## src/rtl/riscv_pkg.sv

```systemverilog
// Shared RISC-V front-end definitions.
//   XLEN          : architectural register / address width
//   RESET_VECTOR  : PC value loaded on reset
//   NOP_INSTR     : canonical bubble (addi x0,x0,0) shown when decode is empty
//   fetch_state_e : fetch-stage FSM encoding
//   fetch_entry_t : one {pc, instr} pair travelling to decode
//   align_pc      : forces a redirect target onto a 4-byte boundary
package riscv_pkg;

  localparam int XLEN = 32;

  localparam logic [XLEN-1:0] RESET_VECTOR = 32'h0000_0000;
  localparam logic [XLEN-1:0] NOP_INSTR    = 32'h0000_0013;

  typedef enum logic [1:0] {
    IDLE  = 2'd0,
    FETCH = 2'd1,
    HOLD  = 2'd2
  } fetch_state_e;

  typedef struct packed {
    logic [XLEN-1:0] pc;
    logic [XLEN-1:0] instr;
  } fetch_entry_t;

  function automatic logic [XLEN-1:0] align_pc(input logic [XLEN-1:0] addr);
    return {addr[XLEN-1:2], 2'b00};
  endfunction

endpackage

```

## src/rtl/if_pc_fetch_if.sv

```systemverilog
// Fetch -> decode handshake bundle.
//   valid : fetch holds a {pc, instr} pair for decode
//   ready : decode accepts the pair on the rising edge where valid && ready
//   pc    : PC of instr
//   instr : fetched instruction word (NOP_INSTR when valid=0)
// master = fetch side, slave = decode side.
interface if_pc_fetch_if;
  import riscv_pkg::*;

  logic            valid;
  logic            ready;
  logic [XLEN-1:0] pc;
  logic [XLEN-1:0] instr;

  modport master (output valid, output pc, output instr, input ready);
  modport slave  (input valid, input pc, input instr, output ready);

endinterface

```

## src/rtl/if_skid_buffer.sv

```systemverilog
// One-entry {pc, instr} skid buffer that catches an instruction returning from
// memory while the decode output register is stalled.
//   clk, rst_n : clock, asynchronous active-low reset
//   push       : load push_entry (wins over pop in the same cycle)
//   pop        : release the held entry
//   flush      : discard the held entry (highest priority)
//   push_entry : incoming {pc, instr}
//   valid      : an entry is held
//   entry      : the held {pc, instr}
module if_skid_buffer
  import riscv_pkg::*;
(
  input  logic         clk,
  input  logic         rst_n,
  input  logic         push,
  input  logic         pop,
  input  logic         flush,
  input  fetch_entry_t push_entry,
  output logic         valid,
  output fetch_entry_t entry
);

  // NOTE: state is updated with non-blocking assignments so every flop samples
  // the pre-edge values of its neighbours, independent of block ordering.
  always_ff @(posedge clk or negedge rst_n) begin
    if (!rst_n) begin
      valid <= 1'b0;
      // NOTE: the data half is reset too so a freshly reset stage never
      // presents X on its outputs; it is one entry, not a memory array.
      entry <= '0;
    end else if (flush) begin
      valid <= 1'b0;
    end else if (push) begin
      valid <= 1'b1;
      entry <= push_entry;
    end else if (pop) begin
      valid <= 1'b0;
    end
  end

endmodule

```

## src/rtl/if_pc_fetch.sv

```systemverilog
// Instruction fetch stage sitting directly upstream of the external PC_ADDER.
// Holds the architectural PC, issues single-cycle-latency instruction memory
// reads, and hands {pc, instr} to decode over a valid/ready handshake with a
// one-entry skid so no returning instruction is lost during a decode stall.
// Branch/jump redirects flush everything in flight.
//   clk, rst_n     : clock, asynchronous active-low reset
//   pc_itself      : current PC, to PC_ADDER.PC_itself
//   pc_plus4       : PC_ADDER.pc (pc_itself + 4, wraps mod 2^32)
//   redirect_valid : taken branch/jump this cycle, overrides everything
//   redirect_pc    : redirect target (low two bits ignored, flagged if set)
//   imem_req       : read request; data returns on imem_rdata next cycle
//   imem_addr      : read address (equals pc_itself)
//   imem_rdata     : instruction for the previous cycle's request
//   id             : decode handshake (valid/ready/pc/instr)
//   fetch_fault    : one-cycle pulse after a misaligned redirect
module if_pc_fetch
  import riscv_pkg::XLEN, riscv_pkg::fetch_state_e, riscv_pkg::fetch_entry_t,
         riscv_pkg::align_pc, riscv_pkg::IDLE, riscv_pkg::FETCH, riscv_pkg::HOLD;
#(
  parameter logic [XLEN-1:0] RESET_VECTOR = riscv_pkg::RESET_VECTOR,
  parameter logic [XLEN-1:0] NOP_INSTR    = riscv_pkg::NOP_INSTR
) (
  input  logic                 clk,
  input  logic                 rst_n,
  output logic [XLEN-1:0]      pc_itself,
  input  logic [XLEN-1:0]      pc_plus4,
  input  logic                 redirect_valid,
  input  logic [XLEN-1:0]      redirect_pc,
  output logic                 imem_req,
  output logic [XLEN-1:0]      imem_addr,
  input  logic [XLEN-1:0]      imem_rdata,
  if_pc_fetch_if.master        id,
  output logic                 fetch_fault
);

  localparam fetch_entry_t EMPTY_ENTRY = '{pc: '0, instr: NOP_INSTR};

  fetch_state_e    state, state_next;

  logic            pc_q;
  logic [XLEN-1:0] pc_reg;
  logic            inflight;
  logic [XLEN-1:0] inflight_pc;
  logic            out_valid;
  fetch_entry_t    out_entry;
  logic            fault_q;

  logic            skid_valid;
  fetch_entry_t    skid_entry;
  logic            skid_push;
  logic            skid_pop;
  logic            skid_valid_next;

  logic            issue;
  logic            ret;
  logic            out_free;
  fetch_entry_t    ret_entry;

  assign pc_q = 1'b0;

  // A redirect kills the response arriving this cycle: the request was for
  // the old path. Since a response always lands exactly one cycle after its
  // request, suppressing capture here is the whole kill mechanism.
  assign ret       = inflight && !redirect_valid;
  assign ret_entry = '{pc: inflight_pc, instr: imem_rdata};
  assign out_free  = !out_valid || id.ready;

  // Next state, issue decision and skid control.
  // NOTE: every always_comb output gets a default first so no path can leave
  // it unassigned and infer a latch.
  always_comb begin
    state_next      = state;
    issue           = 1'b0;
    skid_push       = 1'b0;
    skid_pop        = 1'b0;
    skid_valid_next = skid_valid;

    // Issue only when the returning word is guaranteed a slot: the skid is
    // empty, and we are not about to fill it with a response that the stalled
    // output register cannot take. This caps storage at two entries.
    if (state == FETCH) begin
      issue = !skid_valid && !(out_valid && !id.ready && inflight) && !redirect_valid;
    end

    if (!redirect_valid) begin
      if (out_free) begin
        skid_pop  = skid_valid;
        skid_push = ret && skid_valid;
      end else begin
        skid_push = ret;
      end
    end

    if (redirect_valid)  skid_valid_next = 1'b0;
    else if (skid_push)  skid_valid_next = 1'b1;
    else if (skid_pop)   skid_valid_next = 1'b0;

    case (state)
      IDLE:        state_next = FETCH;
      FETCH, HOLD: state_next = skid_valid_next ? HOLD : FETCH;
      default:     state_next = IDLE;
    endcase
  end

  always_ff @(posedge clk or negedge rst_n) begin
    if (!rst_n) state <= IDLE;
    else        state <= state_next;
  end

  // PC register and the single outstanding-request tracker.
  always_ff @(posedge clk or negedge rst_n) begin
    if (!rst_n) begin
      pc_reg      <= RESET_VECTOR;
      inflight    <= 1'b0;
      inflight_pc <= '0;
    end else begin
      inflight <= issue;
      if (issue) inflight_pc <= pc_reg;

      if (redirect_valid) pc_reg <= align_pc(redirect_pc);
      else if (issue)     pc_reg <= pc_plus4;
    end
  end

  // Decode-facing output register. When the current entry leaves, the skid
  // refills it first (it is older than any return), else the return does.
  always_ff @(posedge clk or negedge rst_n) begin
    if (!rst_n) begin
      out_valid <= 1'b0;
      out_entry <= EMPTY_ENTRY;
    end else if (redirect_valid) begin
      out_valid <= 1'b0;
      out_entry <= EMPTY_ENTRY;
    end else if (out_free) begin
      if (skid_valid) begin
        out_valid <= 1'b1;
        out_entry <= skid_entry;
      end else if (ret) begin
        out_valid <= 1'b1;
        out_entry <= ret_entry;
      end else begin
        out_valid <= 1'b0;
        out_entry <= EMPTY_ENTRY;
      end
    end
  end

  always_ff @(posedge clk or negedge rst_n) begin
    if (!rst_n) fault_q <= 1'b0;
    else        fault_q <= redirect_valid && (redirect_pc[1:0] != 2'b00);
  end

  if_skid_buffer u_skid (
    .clk        (clk),
    .rst_n      (rst_n),
    .push       (skid_push),
    .pop        (skid_pop),
    .flush      (redirect_valid),
    .push_entry (ret_entry),
    .valid      (skid_valid),
    .entry      (skid_entry)
  );

  assign pc_itself   = pc_reg;
  assign imem_req    = issue;
  assign imem_addr   = pc_reg;
  assign id.valid    = out_valid;
  assign id.pc       = out_entry.pc;
  assign id.instr    = out_entry.instr;
  assign fetch_fault = fault_q | pc_q;

endmodule

```

## src/flat_wrapper.sv

```systemverilog
// flat-port wrapper written by rule: the top's interface ports become plain ports
module if_pc_fetch_flat import riscv_pkg::XLEN, riscv_pkg::fetch_state_e, riscv_pkg::fetch_entry_t,
         riscv_pkg::align_pc, riscv_pkg::IDLE, riscv_pkg::FETCH, riscv_pkg::HOLD;
#(
  parameter logic [XLEN-1:0] RESET_VECTOR = riscv_pkg::RESET_VECTOR,
  parameter logic [XLEN-1:0] NOP_INSTR    = riscv_pkg::NOP_INSTR
)
  (clk, rst_n, pc_itself, pc_plus4, redirect_valid, redirect_pc, imem_req, imem_addr, imem_rdata, fetch_fault, id_valid, id_pc, id_instr, id_ready);
  if_pc_fetch_if id_i ();
  input  logic clk;
  input  logic rst_n;
  output logic [XLEN-1:0] pc_itself;
  input  logic [XLEN-1:0] pc_plus4;
  input  logic redirect_valid;
  input  logic [XLEN-1:0] redirect_pc;
  output logic imem_req;
  output logic [XLEN-1:0] imem_addr;
  input  logic [XLEN-1:0] imem_rdata;
  output logic fetch_fault;
  output wire logic [$bits(id_i.valid)-1:0] id_valid;
  output wire logic [$bits(id_i.pc)-1:0] id_pc;
  output wire logic [$bits(id_i.instr)-1:0] id_instr;
  input wire logic [$bits(id_i.ready)-1:0] id_ready;
  assign id_valid = id_i.valid;
  assign id_pc = id_i.pc;
  assign id_instr = id_i.instr;
  assign id_i.ready = id_ready;
  if_pc_fetch #(.RESET_VECTOR(RESET_VECTOR), .NOP_INSTR(NOP_INSTR)) u_core (.clk(clk), .rst_n(rst_n), .pc_itself(pc_itself), .pc_plus4(pc_plus4), .redirect_valid(redirect_valid), .redirect_pc(redirect_pc), .imem_req(imem_req), .imem_addr(imem_addr), .imem_rdata(imem_rdata), .id(id_i), .fetch_fault(fetch_fault));
endmodule
```

## config.mk

```make
export PLATFORM = sky130hd
export DESIGN_NAME = if_pc_fetch_flat
export DESIGN_NICKNAME = d
export VERILOG_FILES = /design/src/rtl/riscv_pkg.sv /design/src/rtl/if_pc_fetch_if.sv /design/src/rtl/if_skid_buffer.sv /design/src/rtl/if_pc_fetch.sv /design/src/flat_wrapper.sv
export SDC_FILE = /design/constraint.sdc
export NUM_CORES = 1
export LEC_CHECK = 0
export ABC_AREA = 0
export BUFFER_PORTS_ARGS = -buffer_cell sky130_fd_sc_hd__buf_2
export CORE_AREA = 2 2 127 129
export DETAILED_ROUTE_END_ITERATION = 12
export DIE_AREA = 0 0 129 131
export HOLD_SLACK_MARGIN = 0.06
export PLACE_DENSITY = 0.85
export SYNTH_ARGS = -nofsm -noshare
export SYNTH_HDL_FRONTEND = slang
export SYNTH_HIERARCHICAL = 1
export SYNTH_SLANG_ARGS = --single-unit
export TNS_END_PERCENT = 100
```

## constraint.sdc

```tcl
create_clock -name clk -period 3.8 [get_ports clk]
set_clock_uncertainty 0.05 [all_clocks]
set_input_delay 0.38 -clock clk [delete_from_list [all_inputs] [get_ports clk]]
set_output_delay 0.38 -clock clk [all_outputs]
set_load 0.05 [all_outputs]
```

### Word level (Yosys, flattened, before mapping)

Index checks and enable logic that the tools add are counted.

| cells by class | value |
|---|---|
| eq/ne operators | 2 |
| mux-type cells | 20 |
| bitwise gates (word level) | 1 |
| reductions and logical operators | 19 |

Operators with widths:

| operator | count |
|---|---|
| two-way mux 64 bit | 4 |
| two-way mux 32 bit | 2 |
| two-way mux 1 bit | 12 |
| logical AND 1 bit | 7 |
| nonzero test 2 bit | 3 |
| zero test 1 bit | 5 |
| case mux 2 bit (2 select lines) | 1 |
| == test 2 x 1 -> 1 bit, second input constant | 1 |
| == test 2 bit, second input constant | 1 |
| zero test 2 bit | 1 |
| two-way mux 2 bit | 1 |
| AND reduction 2 bit | 1 |
| OR reduction 2 bit | 1 |
| logical OR 1 bit | 1 |
| inverter 1 bit | 1 |

| storage, ports and cells | value |
|---|---|
| register bits | 198 |
| word-level logic and storage cells | 53 |

### Longest topological paths before layout

Gate-level depths: netlist (run 1).

| logic depth | value |
|---|---|
| depth after elaboration | 9 |
| gate-level depth with buffers | 7 |

### Hierarchy

The synthesis (run 1) kept the hierarchy.

Modules (own cells, without submodules):

| module | times used | cells each | area each (µm²) | sequential area each (µm²) |
|---|---|---|---|---|
| if_pc_fetch | 1 | 454 | 5910.7 | 3331.9 |
| if_skid_buffer | 1 | 140 | 2741.4 | 1626.6 |

### Worst setup path after synthesis (run 1)

Ideal clock, no wire load.

| path | value |
|---|---|
| path kind | reg-to-reg |
| from | register u_core.out_valid, in the netlist u_core/id.valid |
| to | register u_core/u_skid/entry[0] in the netlist's numbering |
| library setup time | 0.125 ns |
| arrival | 1.897 ns |
| slack | 1.728 ns |
| stages on the path, launching flop included | 8 |
| buffers on the path | 2 |
| period minus slack after synthesis | 2.072 ns |
| path through | dfrtp_1 > nor2b_1 > nor2_1 > nor2_1 > nor2b_4 > buf_12 > buf_12 > mux2_4 |

| on the way | value |
|---|---|
| cells in the longest elaborated chain, start to end | 5 |

RTL lines:

| element | RTL line | RTL |
|---|---|---|
| start, declared | if_pc_fetch.sv:44 | `logic out_valid;` |
| start signal, assigned | if_pc_fetch.sv:129 | `out_valid <= 1'b0;` |
| start signal, assigned | if_pc_fetch.sv:132 | `out_valid <= 1'b0;` |
| start signal, assigned | if_pc_fetch.sv:136 | `out_valid <= 1'b1;` |
| zero test 1 bit | if_pc_fetch.sv:66 | `assign out_free = !out_valid \|\| id.ready;` |
| logical OR 1 bit | if_pc_fetch.sv:66 |  |
| two-way mux 1 bit | if_pc_fetch.sv:86 | `if (out_free) begin` |
| two-way mux 1 bit | if_pc_fetch.sv:85 | `if (!redirect_valid) begin` |
| net u_core.skid_push | if_pc_fetch.sv:50 | `logic skid_push;` |
| AND reduction 2 bit (no source line) | n/a |  |
| end signal, assigned | if_skid_buffer.sv:35 | `entry <= push_entry;` |
| end, declared | if_skid_buffer.sv:20 | `output fetch_entry_t entry` |

The timed path passes the listed nets, and every way through them passes these cells.
A chain may end at the register's enable or synchronous reset.

### Worst setup path after layout (run 1)

| path | value |
|---|---|
| from | register u_core.u_skid.valid |
| to | output port imem_req |

| on the way | value |
|---|---|
| cells in the longest elaborated chain, start to end | 4 |

RTL lines:

| element | RTL line | RTL |
|---|---|---|
| start, declared | if_skid_buffer.sv:19 | `output logic valid,` |
| start signal, assigned | if_skid_buffer.sv:27 | `valid <= 1'b0;` |
| start signal, assigned | if_skid_buffer.sv:32 | `valid <= 1'b0;` |
| start signal, assigned | if_skid_buffer.sv:34 | `valid <= 1'b1;` |
| zero test 1 bit | if_pc_fetch.sv:82 | `issue = !skid_valid && !(out_valid && !id.ready && inflight) && !redirect_valid;` |
| logical AND 1 bit (2 in series) | if_pc_fetch.sv:82 |  |
| two-way mux 1 bit | if_pc_fetch.sv:81 | `if (state == FETCH) begin` |
| end, declared | flat_wrapper.sv:16 | `output logic imem_req;` |

No other way between the ends.

==> results of run 1 <==
cells in the mapped netlist (2+ instances only):
cell	number	area (sq um)
buf_12	7	140
nand2_1	3	11.3
clkbuf_1	8	30.0
a221o_1	91	911
buf_4	37	278
inv_1	6	22.5
o32ai_1	3	26.3
dfstp_2	3	78.8
buf_2	16	80.1
clkbuf_2	2	10.0
ha_1	3	37.5
mux2_2	38	428
o21a_1	2	15.0
mux2_4	60	901
nor2b_1	3	18.8
buf_8	2	30.0
nand2b_1	5	31.3
and2_1	91	569
dfrtp_1	195	4880
o21ai_0	3	15.0
nor2_1	4	15.0
kinds of logic (layout without fill, tap and decap cells):
kind of cell / after synthesis / count (layout)
flops: 198 / 198
simple gates: 113 / 113
compound gates: 103 / 103
mux: 98 / 98
buf+inv: 79 / 280
fa+ha+maj: 3 / 3
other cells: 0 / 1
power breakdown:
part	internal, mW	total [mW]	leakage (nW)	switching (mW)
sequential	2.79	3.29	2.54	0.495
clock	0.934	1.72	0.270	0.788
combinational	1.04	2.81	2.32	1.78
total	4.76	7.82	5.13	3.06
final cells by class:
type	count	share of cell area, %
Timing Repair Buffer	242	12.5
Multi-Input combinational cell	317	30.4
Clock inverter	12	1.19
Tap cell	216	2.65
Antenna cell	1	0.0245
Sequential cell	198	48.6
Inverter	6	0.221
Clock buffer	20	4.38
worst register-to-register path, delay by kind of cell (launching register included):
| kind | cells | cell delay [ns] |
|---|---|---|
| multiplexers | 1 | 0.42 |
| flip-flops | 1 | 0.37 |
| buffers and inverters | 1 | 0.62 |
| AND/OR/NAND/NOR | 4 | 0.85 |
metal layers:
layer / vias to the layer above / global-route usage (%) / part of all wire, %
met3: 16 / 4.80 / 5.6
met1: 2776 / 29.2 / 45
met5: - / 0 / 0
met4: 0 / 7.54 / 1.1
li1: 2522 / - / -
met2: 208 / 35.5 / 49
stage by stage:
step,utilization (%),power (mW)
after floorplan,-,5.58
after global placement,61.7,6.03
after detailed placement,61.7,6.13
after CTS,65.4,7.88
after global routing,65.4,8.18
final,65.4,7.82
worst max-delay path by stage:
stage	startpoint	endpoint	slack (ns)	cells past startpoint
floorplan	u_core/id.valid$_DFFE_PN0P_	u_core/u_skid/entry[0]$_DFFE_PN0P_	1.73	7
global placement	id_ready	u_core/u_skid/entry[63]$_DFFE_PN0P_	1.30	7
detailed placement	id_ready	u_core/u_skid/entry[63]$_DFFE_PN0P_	1.23	7
CTS	u_core/u_skid/valid$_DFFE_PN0P_	imem_req	1.28	4
global route	u_core/u_skid/valid$_DFFE_PN0P_	imem_req	1.18	4
finish	u_core/u_skid/valid$_DFFE_PN0P_	imem_req	1.31	4
repair_timing:
action                    CTS  global route
setup buffers               0             0
hold endpoints to repair   90             0
hold buffers                1             0
==> results by group, run 1 <==
Run status
  – Status: finished, final reports clean

Synthesis
  – Post-synthesis compound-gate area fraction: 11.6%
  – Post-synthesis mux area share: 15.4%
  – Ys flop type: dfrtp_1
  – Syn avg cell area: 14.6 sq um
  – Async S/R FF share, synth: 100%
  – Post-synth EDFFs: 0
  – Yosys reg bits: 198
  – Mapped Area: 8650 sq um
  – Post-synthesis xor/xnor area fraction: 0%
  – Main combinational cell family by area after synthesis: multiplexers
  – Yosys warnings: 6
  – Seq/Total Area, Yosys: 57.3%
  – Synth Area in Adders: 0.434%
  – Unique masters post-synth: 33
  – Syn Inst Count: 594
  – Simple-Gate Fraction of Synth Area: 8.39%
  – Syn_nets: 697

Clock tree
  – Clock Path Buffers: 2
  – Worst-Skew Late Latency: 0.43 ns
  – CTS tree: yes
  – CTS root buffer: clkbuf_16
  – Post-CTS sizing: 0
  – Number of clock sinks: 198
  – CTS Buf Count: 17
  – Max H-tree Level: 4
  – Reg clk slew, reported paths: 0.07 ns

Routing
  – Detail Route Antenna Nets: 0
  – Initial DRT Pass Iterations: 4
  – Drt initial violations: 296
  – Final wirelength: 18,200 um
  – Drt drc: 0
  – Via density: 5.46
  – Vias: 5,522
  – Wirelength per Cell: 18.0 um

Global routing
  – Global-route usage over all layers: 21.8%
  – Pin count of the biggest net entering global routing: 96
  – Initial antenna violation count: 1
  – First-pass GRT wire length: 28,500 um
  – Grt ovf: 0
  – Vias in the first global route: 5,554

Setup path
  – CP endpoint kind: primary output
  – Critical Path Max Stage Delay: 0.49 ns
  – R2R depth: 6
  – Reg-to-reg startpoint: u_core/id.valid$_DFFE_PN0P_
  – Crit path DAT: 2.06 ns
  – CP max-delay cell: dfrtp_1
  – Worst setup path category: reg -> out
  – CP delay by family, top: buffers and inverters
  – Crit-path cells: nand2b_1 -> nor3_4 -> buf_4 -> buf_2
  – R2R Path End: u_core/u_skid/entry[63]$_DFFE_PN0P_
  – Worst endpoint required time: 3.37 ns
  – Worst Path Max Fanout: 34
  – Crit start category: flop
  – Crit path buffers/inverters: 2
  – R2R setup slack: 1.37 ns

Layout
  – Top reg by flops: u_core/u_skid/entry
  – Area grow syn2layout: 17.9%
  – Post-route insts no fill: 1,012
  – Filler cell count: 1,149
  – Fin area: 10,200 sq um
  – Max reg flops: 64
  – Seq. cell area: 4960 sq um
  – Layout cells sized above 1: 47.5%
  – Area of the multi-input gates: 3100 sq um
  – Most frequent cells in the layout: buf_2, dfrtp_1, and2_1, a221o_1, mux2_4
  – Final net count: 885
  – Most common cell after layout, fill and taps aside: buf_2

Timing
  – Relative slew slack: 48.4%
  – Worst Max-Slew Pin Slew: 0.773 ns
  – Total negative slack: 0 ns
  – Final cycle utilization of the critical path: 65.6%
  – Final WS setup: 1.31 ns
  – Max Transition Viols Final: 0
  – F_max: 0.401 GHz
  – WHS: 0.124 ns
  – Unrepaired setup endpoints after global routing: false
  – Min Tclk post-route: 2.49 ns
  – Setup violations, final: 0
  – Hold Violations, Final: 0

Hold path
  – Hold WC Path Type: in -> reg
  – Worst Hold Depth: 2
  – Hold_sp: pc_plus4[12]
  – Hold Path End: u_core/imem_addr[12]$_DFFE_PN0P_

Floorplanning
  – # IOs: 231
  – Core Footprint: 15,600 sq um
  – Rows: 46
  – Die area: 16,900 sq um
  – Die Ht: 131 um
  – Die span in x: 129 um
  – Initial core utilization: 55.5%

Placement
  – DP Worst Slack: 1.23 ns
  – Final GP Congestion: 0.722
  – HPWL after DPL: 11,700 um
  – Placed Cells: 978
  – Quantity of I/O buffers inserted on ports: 230
  – Post-DP Area: 9620 sq um

Power and ir drop
  – Lkg Pwr: 5.13 nW
  – Peak supply drop: 0.540 mV
  – Pwr/cell area: 767 nW/um^2

Job
  – Max cap viols: 0
(Power assumes the default switching activity.)
==> run 2, diff against run 1 <==
--- a/config.mk
+++ b/config.mk
@@ -5,13 +5,13 @@
 export SDC_FILE = /design/constraint.sdc
 export NUM_CORES = 1
 export LEC_CHECK = 0
-export ABC_AREA = 0
+export ABC_AREA = 1
 export BUFFER_PORTS_ARGS = -buffer_cell sky130_fd_sc_hd__buf_2
-export CORE_AREA = 2 2 127 129
+export CORE_AREA = 2 2 142 144
 export DETAILED_ROUTE_END_ITERATION = 12
-export DIE_AREA = 0 0 129 131
+export DIE_AREA = 0 0 144 146
 export HOLD_SLACK_MARGIN = 0.06
-export PLACE_DENSITY = 0.85
+export PLACE_DENSITY = 0.76
 export SYNTH_ARGS = -nofsm -noshare
 export SYNTH_HDL_FRONTEND = slang
 export SYNTH_HIERARCHICAL = 1
==> constraint.sdc (replaced) <==
create_clock -name clk -period 2.05 [get_ports clk]
set_clock_uncertainty 0.05 [all_clocks]
set_input_delay 0.205 -clock clk [delete_from_list [all_inputs] [get_ports clk]]
set_output_delay 0.205 -clock clk [all_outputs]
set_load 0.05 [all_outputs]
==> run 2 against run 1 <==
Synthesized area grew 7.0%. Cell count is 63% higher. Combinational power grew 62%. Flip-flop and latch count unchanged. Synthesized cell count grew 88%. Routed wire length grew 44%. Largest power group unchanged. Sequential power up 72%. Largest cell class unchanged. Via count grew 56%. Critical path depth rose by 3. Count of clock-buffer cells in the layout shrank 1. Register-to-register slack worse by 0.98 ns.
==> results by group, run 2 <==
Floorplanning
  – Rows: 51 (was 46)
  – Core Footprint: 19,300 sq um (was 15,600 sq um)
  – Die area: 21,000 sq um (was 16,900 sq um)
  – Die span in x: 144 um (was 129 um)
  – Die Ht: 146 um (was 131 um)
  – # IOs: 231 (unchanged)
  – Initial core utilization: 47.9% (was 55.5%)

Synthesis
  – Yosys warnings: 6 (unchanged)
  – Top cells by count, synth: nand2_1, nand3_1, dfrtp_1 (was dfrtp_1, a221o_1, and2_1)
  – Unique masters post-synth: 25 (was 33)
  – Leading area contributor after synthesis: dfrtp_1 (unchanged)
  – Syn_nets: 1,221 (was 697)
  – Yosys reg bits: 198 (unchanged)
  – Synth top area share: 52.7% (was 56.4%)
  – Top cells by area, synth: dfrtp_1, nand2_1, nand3_1 (was dfrtp_1, a221o_1, mux2_4)
  – Ys flop type: dfrtp_1 (unchanged)
  – Post-synth EDFFs: 0 (unchanged)
  – Mapped Area: 9260 sq um (was 8650 sq um)
  – Syn Inst Count: 1,118 (was 594)
  – Async S/R FF share, synth: 100% (unchanged)
  – Syn avg cell area: 8.28 sq um (was 14.6 sq um)
  – Most frequent cell after synthesis: nand2_1 (was dfrtp_1)
  – Seq/Total Area, Yosys: 53.6% (was 57.3%)

Layout
  – Most frequent cells in the layout: nand2_1, buf_2, nand3_1, dfrtp_1, dlygate4sd3_1 (was buf_2, dfrtp_1, and2_1, a221o_1, mux2_4)
  – Filler cell count: 1,616 (was 1,149)
  – Fin area: 12,000 sq um (was 10,200 sq um)
  – Area grow syn2layout: 29.3% (was 17.9%)
  – Most common cell after layout, fill and taps aside: nand2_1 (was buf_2)
  – Ant. Diodes: 0 (was 1)
  – Post-route insts no fill: 1,654 (was 1,012)
  – Top reg by flops: u_core/u_skid/entry (unchanged)
  – Final core utilization: 61.9% (was 65.4%)
  – Final net count: 1,479 (was 885)
  – Layout cells sized above 1: 22.8% (was 47.5%)
  – Max reg flops: 64 (unchanged)

Timing
  – Hold Violations, Final: 0 (unchanged)
  – Min Tclk post-route: 1.90 ns
  – Setup violations, final: 0 (unchanged)
  – Relative slew slack: 53.8% (was 48.4%)
  – Final cycle utilization of the critical path: 92.7%
  – WHS: 0.134 ns (was 0.124 ns)
  – F_max: 0.526 GHz
  – Worst Max-Slew Pin Slew: 0.693 ns (was 0.773 ns)
  – Max Transition Viols Final: 0 (unchanged)
  – Final WS setup: 0.151 ns (was 1.31 ns)
  – Total negative slack: 0 ns (unchanged)
  – Unrepaired setup endpoints after global routing: false (unchanged)

Placement
  – Placed Cells: 1,525 (was 978)
  – DP Worst Slack: 0.388 ns (was 1.23 ns)
  – Final GP Congestion: 0.861 (was 0.722)
  – Quantity of I/O buffers inserted on ports: 230 (unchanged)
  – HPWL after DPL: 14,800 um (was 11,700 um)
  – Post-DP Area: 10,400 sq um (was 9620 sq um)

Job
  – Max cap viols: 0 (unchanged)

Setup path
  – Critical Path Max Stage Delay: 0.39 ns (was 0.49 ns)
  – R2R depth: 7 (was 6)
  – Crit start category: flop (unchanged)
  – Crit-path cells: inv_1 -> ha_1 -> inv_1 -> nor3_4 -> nand2_2 -> inv_6 -> buf_6 (was nand2b_1 -> nor3_4 -> buf_4 -> buf_2)
  – Cell mode on critical path: inv_1
  – Worst Path Max Fanout: 15 (was 34)
  – CP endpoint kind: primary output (unchanged)
  – CP max-delay cell: dfrtp_1 (unchanged)
  – Worst setup path category: reg -> out (unchanged)
  – Crit path DAT: 1.64 ns (was 2.06 ns)
  – Worst endpoint required time: 1.79 ns (was 3.37 ns)

Routing
  – Final wirelength: 26,200 um (was 18,200 um)
  – Detail Route Antenna Nets: 0 (unchanged)
  – Initial DRT Pass Iterations: 6 (was 4)
  – Vias: 8,623 (was 5,522)
  – Wirelength per Cell: 15.8 um (was 18.0 um)
  – Drt drc: 0 (unchanged)
  – Drt initial violations: 708 (was 296)
  – Via density: 5.21 (was 5.46)

Clock tree
  – Number of clock sinks: 198 (unchanged)
  – CTS Buf Count: 17 (unchanged)
  – Reg clk slew, reported paths: 0.07 ns (about the same)
  – Max H-tree Level: 4 (unchanged)
  – Clock Path Buffers: 2 (unchanged)
  – Post-CTS Setup Inserts: 0 (unchanged)
  – CTS root buffer: clkbuf_16 (unchanged)
  – Worst-Skew Late Latency: 0.43 ns (about the same)
  – CTS tree: yes (unchanged)

Global routing
  – Pin count of the biggest net entering global routing: 95 (was 96)
  – Global-route usage over all layers: 25.1% (was 21.8%)
  – First-pass GRT wire length: 42,300 um (was 28,500 um)
  – Grt ovf: 0 (unchanged)
  – Vias in the first global route: 8,323 (was 5,554)
  – Initial antenna violation count: 0 (was 1)

Power and ir drop
  – Switch Pwr: 5.55 mW (was 3.06 mW)
  – Internal: 8.25 mW (was 4.76 mW)
  – Lkg Pwr: 6.50 nW (was 5.13 nW)
  – Pwr/cell area: 1150 nW/um^2 (was 767 nW/um^2)
  – Sequential Power Share: 41.0% (was 42.0%)
  – Peak supply drop: 0.639 mV (was 0.540 mV)
  – Comb pwr share: 32.9% (was 36.0%)
  – Clock power share: 26.1% (was 22.0%)
  – Sw frac: 40.2% (was 39.1%)
  – Tot Pwr: 13.8 mW (was 7.82 mW)

Hold path
  – Hold WC Path Type: in -> reg (unchanged)
  – Worst Hold Depth: 4 (was 2)

Run status
  – Status: finished, final reports clean (unchanged)
-- run 2: layout make-up --
type / count / area (sq um) / area share [%]
Inverter: 45 / 175 / 1.46
Multi-Input combinational cell: 761 / 3440 / 28.7
Tap cell: 265 / 332 / 2.77
Timing Repair Buffer: 353 / 2430 / 20.3
Clock inverter: 13 / 184 / 1.54
Clock buffer: 19 / 453 / 3.78
Sequential cell: 198 / 4960 / 41.4
-- run 2: kinds of logic (layout without fill, tap and decap cells) --
kind of cell	Yosys count	after routing	synth area share, %
simple gates	659	659	30.0
flops	198	198	53.6
buf+inv	159	430	9.37
compound gates	99	99	6.65
fa+ha+maj	3	3	0.406
-- run 2: timing repair --
| item | CTS | global route |
|---|---|---|
| endpoints found under the setup margin | 1 | 1 |
| hold buffers | 97 | 0 |
| cloned | 0 | 0 |
| endpoints found under the hold margin | 120 | 0 |
| gates resized for setup | 1 | 2 |
-- run 2: worst max-delay path: cells and delay by family, from the launching register on --
kind                     cells  cell delay (ns)
adder cells (fa/ha/maj)      1             0.14
AND/OR/NAND/NOR              2             0.23
buffers and inverters        4             0.47
flip-flops                   1             0.39
-- run 2: layer usage --
metal  GRT usage [%]  part of all wire (%)  up-vias
li1                -                     -     4077
met1            32.4                    40     4044
met2            40.9                    49      418
met3            4.80                   7.0       84
met4            11.7                   3.5        0
met5               0                     0        -
-- run 2: path summary, 6_finish.rpt --
kind                                                          start                                   to  slack [ns]
worst max-delay path                      u_core/state[1]$_DFF_PN0_                             imem_req        0.15
worst min-delay path                                 redirect_valid      u_core/u_skid/valid$_DFFE_PN0P_        0.13
worst max register to register      u_core/u_skid/valid$_DFFE_PN0P_  u_core/u_skid/entry[49]$_DFFE_PN0P_        0.39
worst min register to register  u_core/u_skid/entry[35]$_DFFE_PN0P_  u_core/u_skid/entry[35]$_DFFE_PN0P_        0.42
max in group asynchronous                                     rst_n    u_core/inflight_pc[2]$_DFFE_PN0P_        0.96
min in group asynchronous                                     rst_n     u_core/imem_addr[12]$_DFFE_PN0P_        0.28
-- run 2: power by group through the flow --
stage	sequential (mW)	clock [mW]	combinational, mW
after CTS	5.65	3.67	4.51
after detailed placement	5.71	0	4.35
after global placement	5.67	0	4.26
after floorplan	6.52	0	2.54
after global routing	5.78	3.83	4.94
final	5.66	3.60	4.54
